--- src/rtl/mult_batch_pkg.sv ---
// mult_batch_pkg: state codes and operand-load select constants for mult_batch_ctrl.
package mult_batch_pkg;

   typedef enum logic [2:0] {
      S_IDLE   = 3'd0,
      S_LOAD_A = 3'd1,
      S_LOAD_B = 3'd2,
      S_MULT   = 3'd3,
      S_WRITE  = 3'd4,
      S_READ   = 3'd5,
      S_DONE   = 3'd6
   } state_e;

   // {DA, SA, SB} during the two operand-load phases
   localparam logic [2:0] SEL_A = 3'b001;
   localparam logic [2:0] SEL_B = 3'b101;

endpackage

--- src/rtl/mult_batch_ctrl_timer.sv ---
// mult_lat_timer: loadable down-counter that holds at zero; paces the MULT state.
module mult_lat_timer #(
   parameter int W = 1
) (
   input  logic         clk,
   input  logic         rst_n,
   input  logic         load_i,
   input  logic [W-1:0] val_i,
   output logic         zero_o
);

   logic [W-1:0] cnt_q;

   always_ff @(posedge clk or negedge rst_n)
      if (!rst_n) cnt_q <= '0;
      else if (load_i) cnt_q <= val_i;
      else if (cnt_q != '0) cnt_q <= cnt_q - W'(1);

   assign zero_o = cnt_q == '0;

endmodule

--- src/rtl/mult_batch_ctrl.sv ---
// mult_batch_ctrl: batch sequencer that loads operands, waits out the multiplier,
// then writes and reads back each product at auto-incrementing addresses.
module mult_batch_ctrl
   import mult_batch_pkg::*;
#(
   parameter int ADDR_W  = 3,
   parameter int MUL_LAT = 1,
   parameter int CNT_W   = 4
) (
   input  logic              clk,
   input  logic              rst_n,
   input  logic              start,
   input  logic              abort,
   input  logic [ADDR_W-1:0] adr1,
   input  logic [ADDR_W-1:0] adr2,
   input  logic [ADDR_W-1:0] dst_adr,
   input  logic [CNT_W-1:0]  count,
   output logic              busy,
   output logic              done,
   output logic              w_rf,
   output logic [ADDR_W-1:0] rf_adr,
   output logic              DA,
   output logic              SA,
   output logic              SB,
   output logic              w_ram_en,
   output logic              r_ram_en,
   output logic [ADDR_W-1:0] ram_addr,
   output logic [CNT_W-1:0]  job_idx,
   output logic [2:0]        st_out
);

   localparam int TW = $clog2(MUL_LAT + 1);

   state_e            state_q, state_d;
   logic [ADDR_W-1:0] adr1_q, adr1_d, adr2_q, adr2_d, dst_q, dst_d;
   logic [CNT_W-1:0]  cnt_q, cnt_d, job_q, job_d;
   logic [ADDR_W-1:0] job_a;
   logic              tmr_zero;

   assign job_a = ADDR_W'(job_q);

   // loaded on the LOAD_B->MULT edge so MULT lasts exactly MUL_LAT cycles
   mult_lat_timer #(.W(TW)) u_tmr (
      .clk    (clk),
      .rst_n  (rst_n),
      .load_i (state_q == S_LOAD_B),
      .val_i  (TW'(MUL_LAT - 1)),
      .zero_o (tmr_zero)
   );

   always_ff @(posedge clk or negedge rst_n)
      if (!rst_n) begin
         state_q <= S_IDLE;
         adr1_q  <= '0;
         adr2_q  <= '0;
         dst_q   <= '0;
         cnt_q   <= '0;
         job_q   <= '0;
      end else begin
         state_q <= state_d;
         adr1_q  <= adr1_d;
         adr2_q  <= adr2_d;
         dst_q   <= dst_d;
         cnt_q   <= cnt_d;
         job_q   <= job_d;
      end

   always_comb begin
      state_d = state_q;
      adr1_d  = adr1_q;
      adr2_d  = adr2_q;
      dst_d   = dst_q;
      cnt_d   = cnt_q;
      job_d   = job_q;
      case (state_q)
         S_IDLE:
            if (start) begin
               state_d = S_LOAD_A;
               adr1_d  = adr1;
               adr2_d  = adr2;
               dst_d   = dst_adr;
               cnt_d   = count == '0 ? CNT_W'(1) : count;
               job_d   = '0;
            end
         S_LOAD_A: state_d = S_LOAD_B;
         S_LOAD_B: state_d = S_MULT;
         S_MULT:   state_d = tmr_zero ? S_WRITE : S_MULT;
         S_WRITE:  state_d = S_READ;
         S_READ:
            if (job_q == cnt_q - CNT_W'(1)) state_d = S_DONE;
            else begin
               state_d = S_LOAD_A;
               job_d   = job_q + CNT_W'(1);
            end
         default:  state_d = S_IDLE;
      endcase
      if (abort && state_q != S_IDLE) begin
         state_d = S_IDLE;
         adr1_d  = '0;
         adr2_d  = '0;
         dst_d   = '0;
         cnt_d   = '0;
         job_d   = '0;
      end
   end

   assign busy         = state_q != S_IDLE;
   assign done         = state_q == S_DONE;
   assign w_rf         = state_q == S_LOAD_A || state_q == S_LOAD_B;
   assign {DA, SA, SB} = state_q == S_LOAD_A ? SEL_A : state_q == S_LOAD_B ? SEL_B : 3'b000;
   assign rf_adr       = state_q == S_LOAD_A ? adr1_q + job_a : state_q == S_LOAD_B ? adr2_q + job_a : '0;
   assign w_ram_en     = state_q == S_WRITE;
   assign r_ram_en     = state_q == S_READ;
   assign ram_addr     = (state_q == S_WRITE || state_q == S_READ) ? dst_q + job_a : '0;
   assign job_idx      = state_q == S_IDLE ? '0 : job_q;
   assign st_out       = state_q;

endmodule

--- config.mk ---
export PLATFORM = sky130hd
export DESIGN_NAME = mult_batch_ctrl
export DESIGN_NICKNAME = d
export VERILOG_FILES = /design/src/rtl/mult_batch_pkg.sv /design/src/rtl/mult_batch_ctrl_timer.sv /design/src/rtl/mult_batch_ctrl.sv
export SDC_FILE = /design/constraint.sdc
export NUM_CORES = 1
export LEC_CHECK = 0
export CELL_PAD_IN_SITES_DETAIL_PLACEMENT = 0
export CELL_PAD_IN_SITES_GLOBAL_PLACEMENT = 1
export CORE_ASPECT_RATIO = 1.2
export CORE_MARGIN = 3
export CORE_UTILIZATION = 31
export DETAILED_ROUTE_END_ITERATION = 12
export PLACE_DENSITY_LB_ADDON = 0.12
export SLEW_MARGIN = 20
export SYNTH_ARGS = -nofsm -noshare
export SYNTH_HDL_FRONTEND = slang
export SYNTH_HIERARCHICAL = 1
export SYNTH_SLANG_ARGS = --single-unit
--- constraint.sdc ---
create_clock -name clk -period 1.65 [get_ports clk]
set_clock_uncertainty 0.1 [all_clocks]
set_input_delay 0.165 -clock clk [delete_from_list [all_inputs] [get_ports clk]]
set_output_delay 0.165 -clock clk [all_outputs]
set_load 0.02 [all_outputs]
==> Yosys cells after proc, flatten, opt, wreduce, memory -nomap -nowiden <==
Cells that the tools add are included.
Widths: inputs -> output; s select.
{ "totals": {"out_inout_bits": 21, "reg_bits": 21, "elab_cells": 63} }
{ "op_classes": {"n_reduce_logical": 11, "addsub": 6, "eq_ne": 9, "mux": 30} }
{ "ops": {"columns": ["op", "count"], "rows": [
  ["$mux 3", 18],
  ["$mux 4", 8],
  ["$pmux 3 s6", 1],
  ["$add 3x3->3", 3],
  ["$eq 3x3->1 const B", 3],
  ["$pmux 4 s2", 1],
  ["$eq 3x2->1 const B", 2],
  ["$reduce_bool 3->1", 2],
  ["$add 4x1->4 const B", 1],
  ["$eq 4x4->1", 1],
  ["$logic_not 4->1", 1],
  ["$reduce_bool 2->1", 2],
  ["$sub 4x1->4 const B", 1],
  ["$eq 3x1->1 const B", 1],
  ["$logic_not 3->1", 1],
  ["$ne 3x2->1 const B", 1],
  ["$ne 3x3->1 const B", 1],
  ["$reduce_and 3->1", 1],
  ["$logic_or 1x1->1", 2],
  ["$mux 1", 2],
  ["$reduce_and 2->1", 1],
  ["$logic_and 1x1->1", 1],
  ["$sub 1x1->1 const B", 1]
]} }

==> Depth between registers and ports, before layout <==
{ "logic_depth": {"ltp_word": 5, "ltp_mapped": 7, "depth_no_buf": 7} }

==> Modules after synthesis <==
The synthesis kept the hierarchy.
{ "modules_own_cells": {"columns": ["mod", "instances", "area_per_inst_um2", "cells_each"], "rows": [
  ["mult_batch_ctrl", 1, 1382.6, 139],
  ["mult_lat_timer", 1, 35.0, 3]
]} }

==> Worst setup path before layout <==
OpenSTA, ideal clock, no wires.
{ "synth_path": {"path_kind": "register to output", "start": "reg job_q[0]", "end": "out rf_adr[2]", "setup_slack_ps": -326, "stages_incl_launch_ff": 7, "required_time_ps": 1385, "t_arrival_ps": 1711, "cell_sequence": "dfrtp_1 > ha_1 > fa_1 > xnor2_1 > xnor2_1 > a22oi_1 > nor2_1"} }
{ "synth_between": {"elab_chain_cells": 3, "word_cells_on_any_way": 4, "cone_classes": "2 x add/sub; 2 x mux"} }
{ "synth_rtl": {"columns": ["element", "line_no", "rtl"], "rows": [
  ["start: declaration", "mult_batch_ctrl.sv:36", "logic [CNT_W-1:0] cnt_q, cnt_d, job_q, job_d;"],
  ["start signal: assignment", "mult_batch_ctrl.sv:65", "job_q <= job_d;"],
  ["$add 3x3->3", "mult_batch_ctrl.sv:111", "assign rf_adr = state_q == S_LOAD_A ? adr1_q + job_a : state_q == S_LOAD_B ? adr2_q + job_a : '0;"],
  ["$mux 3", "mult_batch_ctrl.sv:111", null],
  ["$mux 3 (*)", "mult_batch_ctrl.sv:111", null],
  ["end: declaration", "mult_batch_ctrl.sv:21", "output logic [ADDR_W-1:0] rf_adr,"]
]} }
Every way passes the cells marked *; elsewhere a longest branch is shown, timed or not.

==> Final worst setup path <==
Ends and elaborated chain as after synthesis.

==> metrics.md <==
| Metric | Value |
|---|---|
| Effective utilization at floorplan | `32.8%` |
| Routed length per instance | `15.2 um` |
| Part of the Yosys area used for sequential elements | `between 30 and 40%` |
| Total number of vias | `1418` |
| Share of the core filled with cells | `between 50% and 60%` |
| Clock insertion delay at the later pin of the skew report | `between 0.2 and 0.3 ns` |
| Max-Cap Viols | `0` |
| Arrival time worst endpoint | `1.90 ns` |
| Count of TritonRoute iterations in the first routing pass | `4` |
| Final layout net count | `258` |
| Top-level I/O count | `38` |
| Clock period minus worst slack | `2.16 ns` |
| Post-synthesis cell area | `0.00142 mm^2` |
| Final weighted congestion of routability-driven global placement | `0.848` |
| Element type at the critical path start | `flop` |
| Number of vias per cell after detailed routing | `between 4 and 5` |
| Layout area overhead | `83.1%` |
| Num CTS Buffers | `3` |
| Worst-case setup slack after placement | `-0.755 ns` |
| Overflow after GRT | `0` |
| Post-Synthesis Cells | `142` |
| Leading register cell type out of synthesis | `sky130_fd_sc_hd__dfrtp_1` |
| Initial antenna violation count | `0` |
| Die Wd | `67.7 um` |
| Die area | `0.00542 mm^2` |
| Final WS setup | `-0.511 ns` |
| Power Density | `about 1500 mW/mm^2` |
| Count of buffers from port buffering | `36` |
| Highest net fanout along the worst path | `4` |
| Sink count of the clock tree | `21` |
| CTS tree | `built` |
| Setup violation total in the final timing report | `35` |
| Diode insertion count for antenna repair | `0` |
| Critical Path End Type | `primary output` |
| FFs w/ async S/R, synth | `100%` |
| Final non-filler cell total | `288` |
| Global router's overall resource usage | `17.0%` |
| Cell variety after synth | `44` |
| Class of the most critical hold timing path | `input pin to asynchronous set/reset pin` |
| Leakage | `1.20 nW` |
| Count of pins over their slew limit | `0` |
| Post-route DRC violation count | `0` |
| Status | `finished with violations` |
| Maximum achievable frequency | `between 400 and 500 MHz` |
| Multi-input combinational cell area | `around 0.0010 mm^2` |
| Count of antenna-violating nets left after detailed routing | `0` |
| Post-synthesis area per instance | `9.98 um^2` |
| Placeable core region | `around 0.0043 mm^2` |
| Maximum level of the CTS H-tree | `1` |
| Ratio of final minimum period to clock period | `131%` |
| Clock Tree Root | `sky130_fd_sc_hd__clkbuf_8` |
| Overall die height | `about 80 um` |
| Post-Route WL | `between 4000 and 5000 um` |
| Number of hold violations in the final report | `0` |
| Setup repair after global routing missed its margin | `yes` |
| Worst Setup Path Type | `flop to primary output` |
| Cell Count Post-Placement | `263` |
| Synthesis Warnings | `6` |
| Via count of the first global-routing pass | `1438` |
| Pwr Total | `3.91 mW` |
| Worst vdd rail ir drop | `0.000776 V` |
| Hold buffer count at cts | `0` |
| First-pass GRT wire length | `just under 7000 um` |
| Largest net degree at the start of global routing | `22` |
| Detailed Route Iter0 Violations | `48` |
| Fraction of final layout cells sized beyond drive strength 1 | `51.7%` |
| Total half-perimeter wirelength after legalization and detailed placement | `2980 um` |
| Total of flip-flops plus latches after synthesis | `21` |
| Sequential cell area in the final layout | `531 um^2` |
| EDFF count, synth | `0` |
| Clock slew at reported path FFs | `0.08 ns` |
| Maximum count of clock buffers along a single path | `2` |
| Site row count | `26` |
| Violations in the final reports | `negative setup slack` |
| Number of fill cells in the layout | `361` |
| Crit path required time | `1.38 ns` |
-- cells by family (layout without fill, tap and decap cells) --
kind of cell	count (synthesis)	count (layout)	synth area share [%]
adders and majority gates	8	8	8.65
xor gates and xnor gates	11	11	7.86
buffers and inverters	19	108	7.50
and+or+nand+nor	51	51	20.8
other	1	2	0.265
AOI/OAI and AO/OA	31	31	17.8
DFF	21	21	37.1
-- layout by cell type, fill, tap and decap left out, types with 5 or more instances in the layout --
cell type,count
sky130_fd_sc_hd__buf_4,43
sky130_fd_sc_hd__xnor2_1,5
sky130_fd_sc_hd__a22o_1,14
sky130_fd_sc_hd__inv_1,7
sky130_fd_sc_hd__dfrtp_1,17
sky130_fd_sc_hd__buf_6,31
sky130_fd_sc_hd__nand2_1,8
sky130_fd_sc_hd__clkdlybuf4s50_1,17
-- power breakdown --
group / switching (mW) / internal (mW) / total [mW]
sequential: 0.134 / 0.678 / 0.812
combinational: 1.20 / 1.54 / 2.74
clock: 0.190 / 0.169 / 0.359
-- critical path: stages (launching register included) --
cell and delay [ns]:
sky130_fd_sc_hd__dfrtp_2 0.47, sky130_fd_sc_hd__ha_4 0.17, sky130_fd_sc_hd__fa_2 0.34, sky130_fd_sc_hd__xnor2_2 0.14, sky130_fd_sc_hd__xnor2_1 0.12, sky130_fd_sc_hd__a22oi_1 0.18, sky130_fd_sc_hd__nor2_2 0.06, sky130_fd_sc_hd__buf_6 0.13
-- path summary, 6_finish.rpt --
path / startpoint / end / slack, ns / cells after the start
worst max-delay path: job_q[0] / rf_adr[2] / -0.51 / 7
worst min-delay path: rst_n / st_out[2] / 0.15 / 2
worst max register to register: st_out[1] / job_q[0] / -0.37 / 6
worst min register to register: cnt_q[3] / cnt_q[3] / 0.43 / 1
max in group asynchronous: rst_n / job_q[0] / 1.06 / 2
min in group clk: adr1[1] / adr1_q[1] / 0.39 / 2
-- area by class of cell --
type / instances / share of cell area (%)
multi-input combinational: 103 / 38.6
timing repair buffer: 96 / 35.3
sequential: 21 / 20.4
tap: 56 / 2.70
clock buffer: 3 / 1.59
inverter: 8 / 1.16
clock inverter: 1 / 0.193
-- metrics by stage --
stage	hold WS [ns]	instance area (um^2)	TNS, ns
floorplan	-0.231	1460	-1.43
global placement	0.407	2110	-7.78
detailed placement	0.411	2110	-7.75
CTS	0.171	2380	-7.25
global route	0.186	2590	-10.93
finish	0.147	2590	-8.81
-- what timing repair did --
action | CTS | global route
endpoints found under the setup margin | 39 | 38
gates resized for setup | 115 | 42
buffers inserted | 12 | 11
gates cloned | 1 | 0
pin swaps | 16 | 6
-- state kept, by name, summed over array words and instances (netlist names) --
name         flops
adr1_q           3
dst_q            3
st_out           3
u_tmr/cnt_q      1
job_q            4
adr2_q           3
cnt_q            4
-- cell usage after synthesis, types with 2 or more instances --
| cell type | instances | area, um^2 |
|---|---|---|
| sky130_fd_sc_hd__inv_1 | 8 | 30.0 |
| sky130_fd_sc_hd__dfrtp_1 | 21 | 526 |
| sky130_fd_sc_hd__xnor2_1 | 7 | 61.3 |
| sky130_fd_sc_hd__xor2_1 | 3 | 26.3 |
| sky130_fd_sc_hd__nor2b_1 | 4 | 25.0 |
| sky130_fd_sc_hd__o2bb2ai_1 | 2 | 17.5 |
| sky130_fd_sc_hd__a22o_1 | 14 | 123 |
| sky130_fd_sc_hd__fa_1 | 3 | 60.1 |
| sky130_fd_sc_hd__nor2_1 | 10 | 37.5 |
| sky130_fd_sc_hd__nor3b_1 | 2 | 15.0 |
| sky130_fd_sc_hd__buf_4 | 2 | 15.0 |
| sky130_fd_sc_hd__buf_6 | 3 | 33.8 |
| sky130_fd_sc_hd__ha_1 | 5 | 62.6 |
| sky130_fd_sc_hd__a21oi_1 | 3 | 15.0 |
| sky130_fd_sc_hd__nor3_1 | 3 | 15.0 |
| sky130_fd_sc_hd__nor4_1 | 2 | 12.5 |
| sky130_fd_sc_hd__clkbuf_1 | 4 | 15.0 |
| sky130_fd_sc_hd__and2_1 | 8 | 50.1 |
| sky130_fd_sc_hd__nand2_1 | 9 | 33.8 |
| sky130_fd_sc_hd__a22oi_1 | 3 | 22.5 |
| sky130_fd_sc_hd__nand2b_1 | 3 | 18.8 |
-- layer usage --
layer | vias up | wire (um) | track usage (%)
li1 | 677 | - | -
met1 | 689 | 1850 | 21.3
met2 | 44 | 2260 | 29.5
met3 | 8 | 200 | 2.10
met4 | 0 | 80 | 6.09
met5 | - | 0 | 0
(Power assumes the default switching activity.)
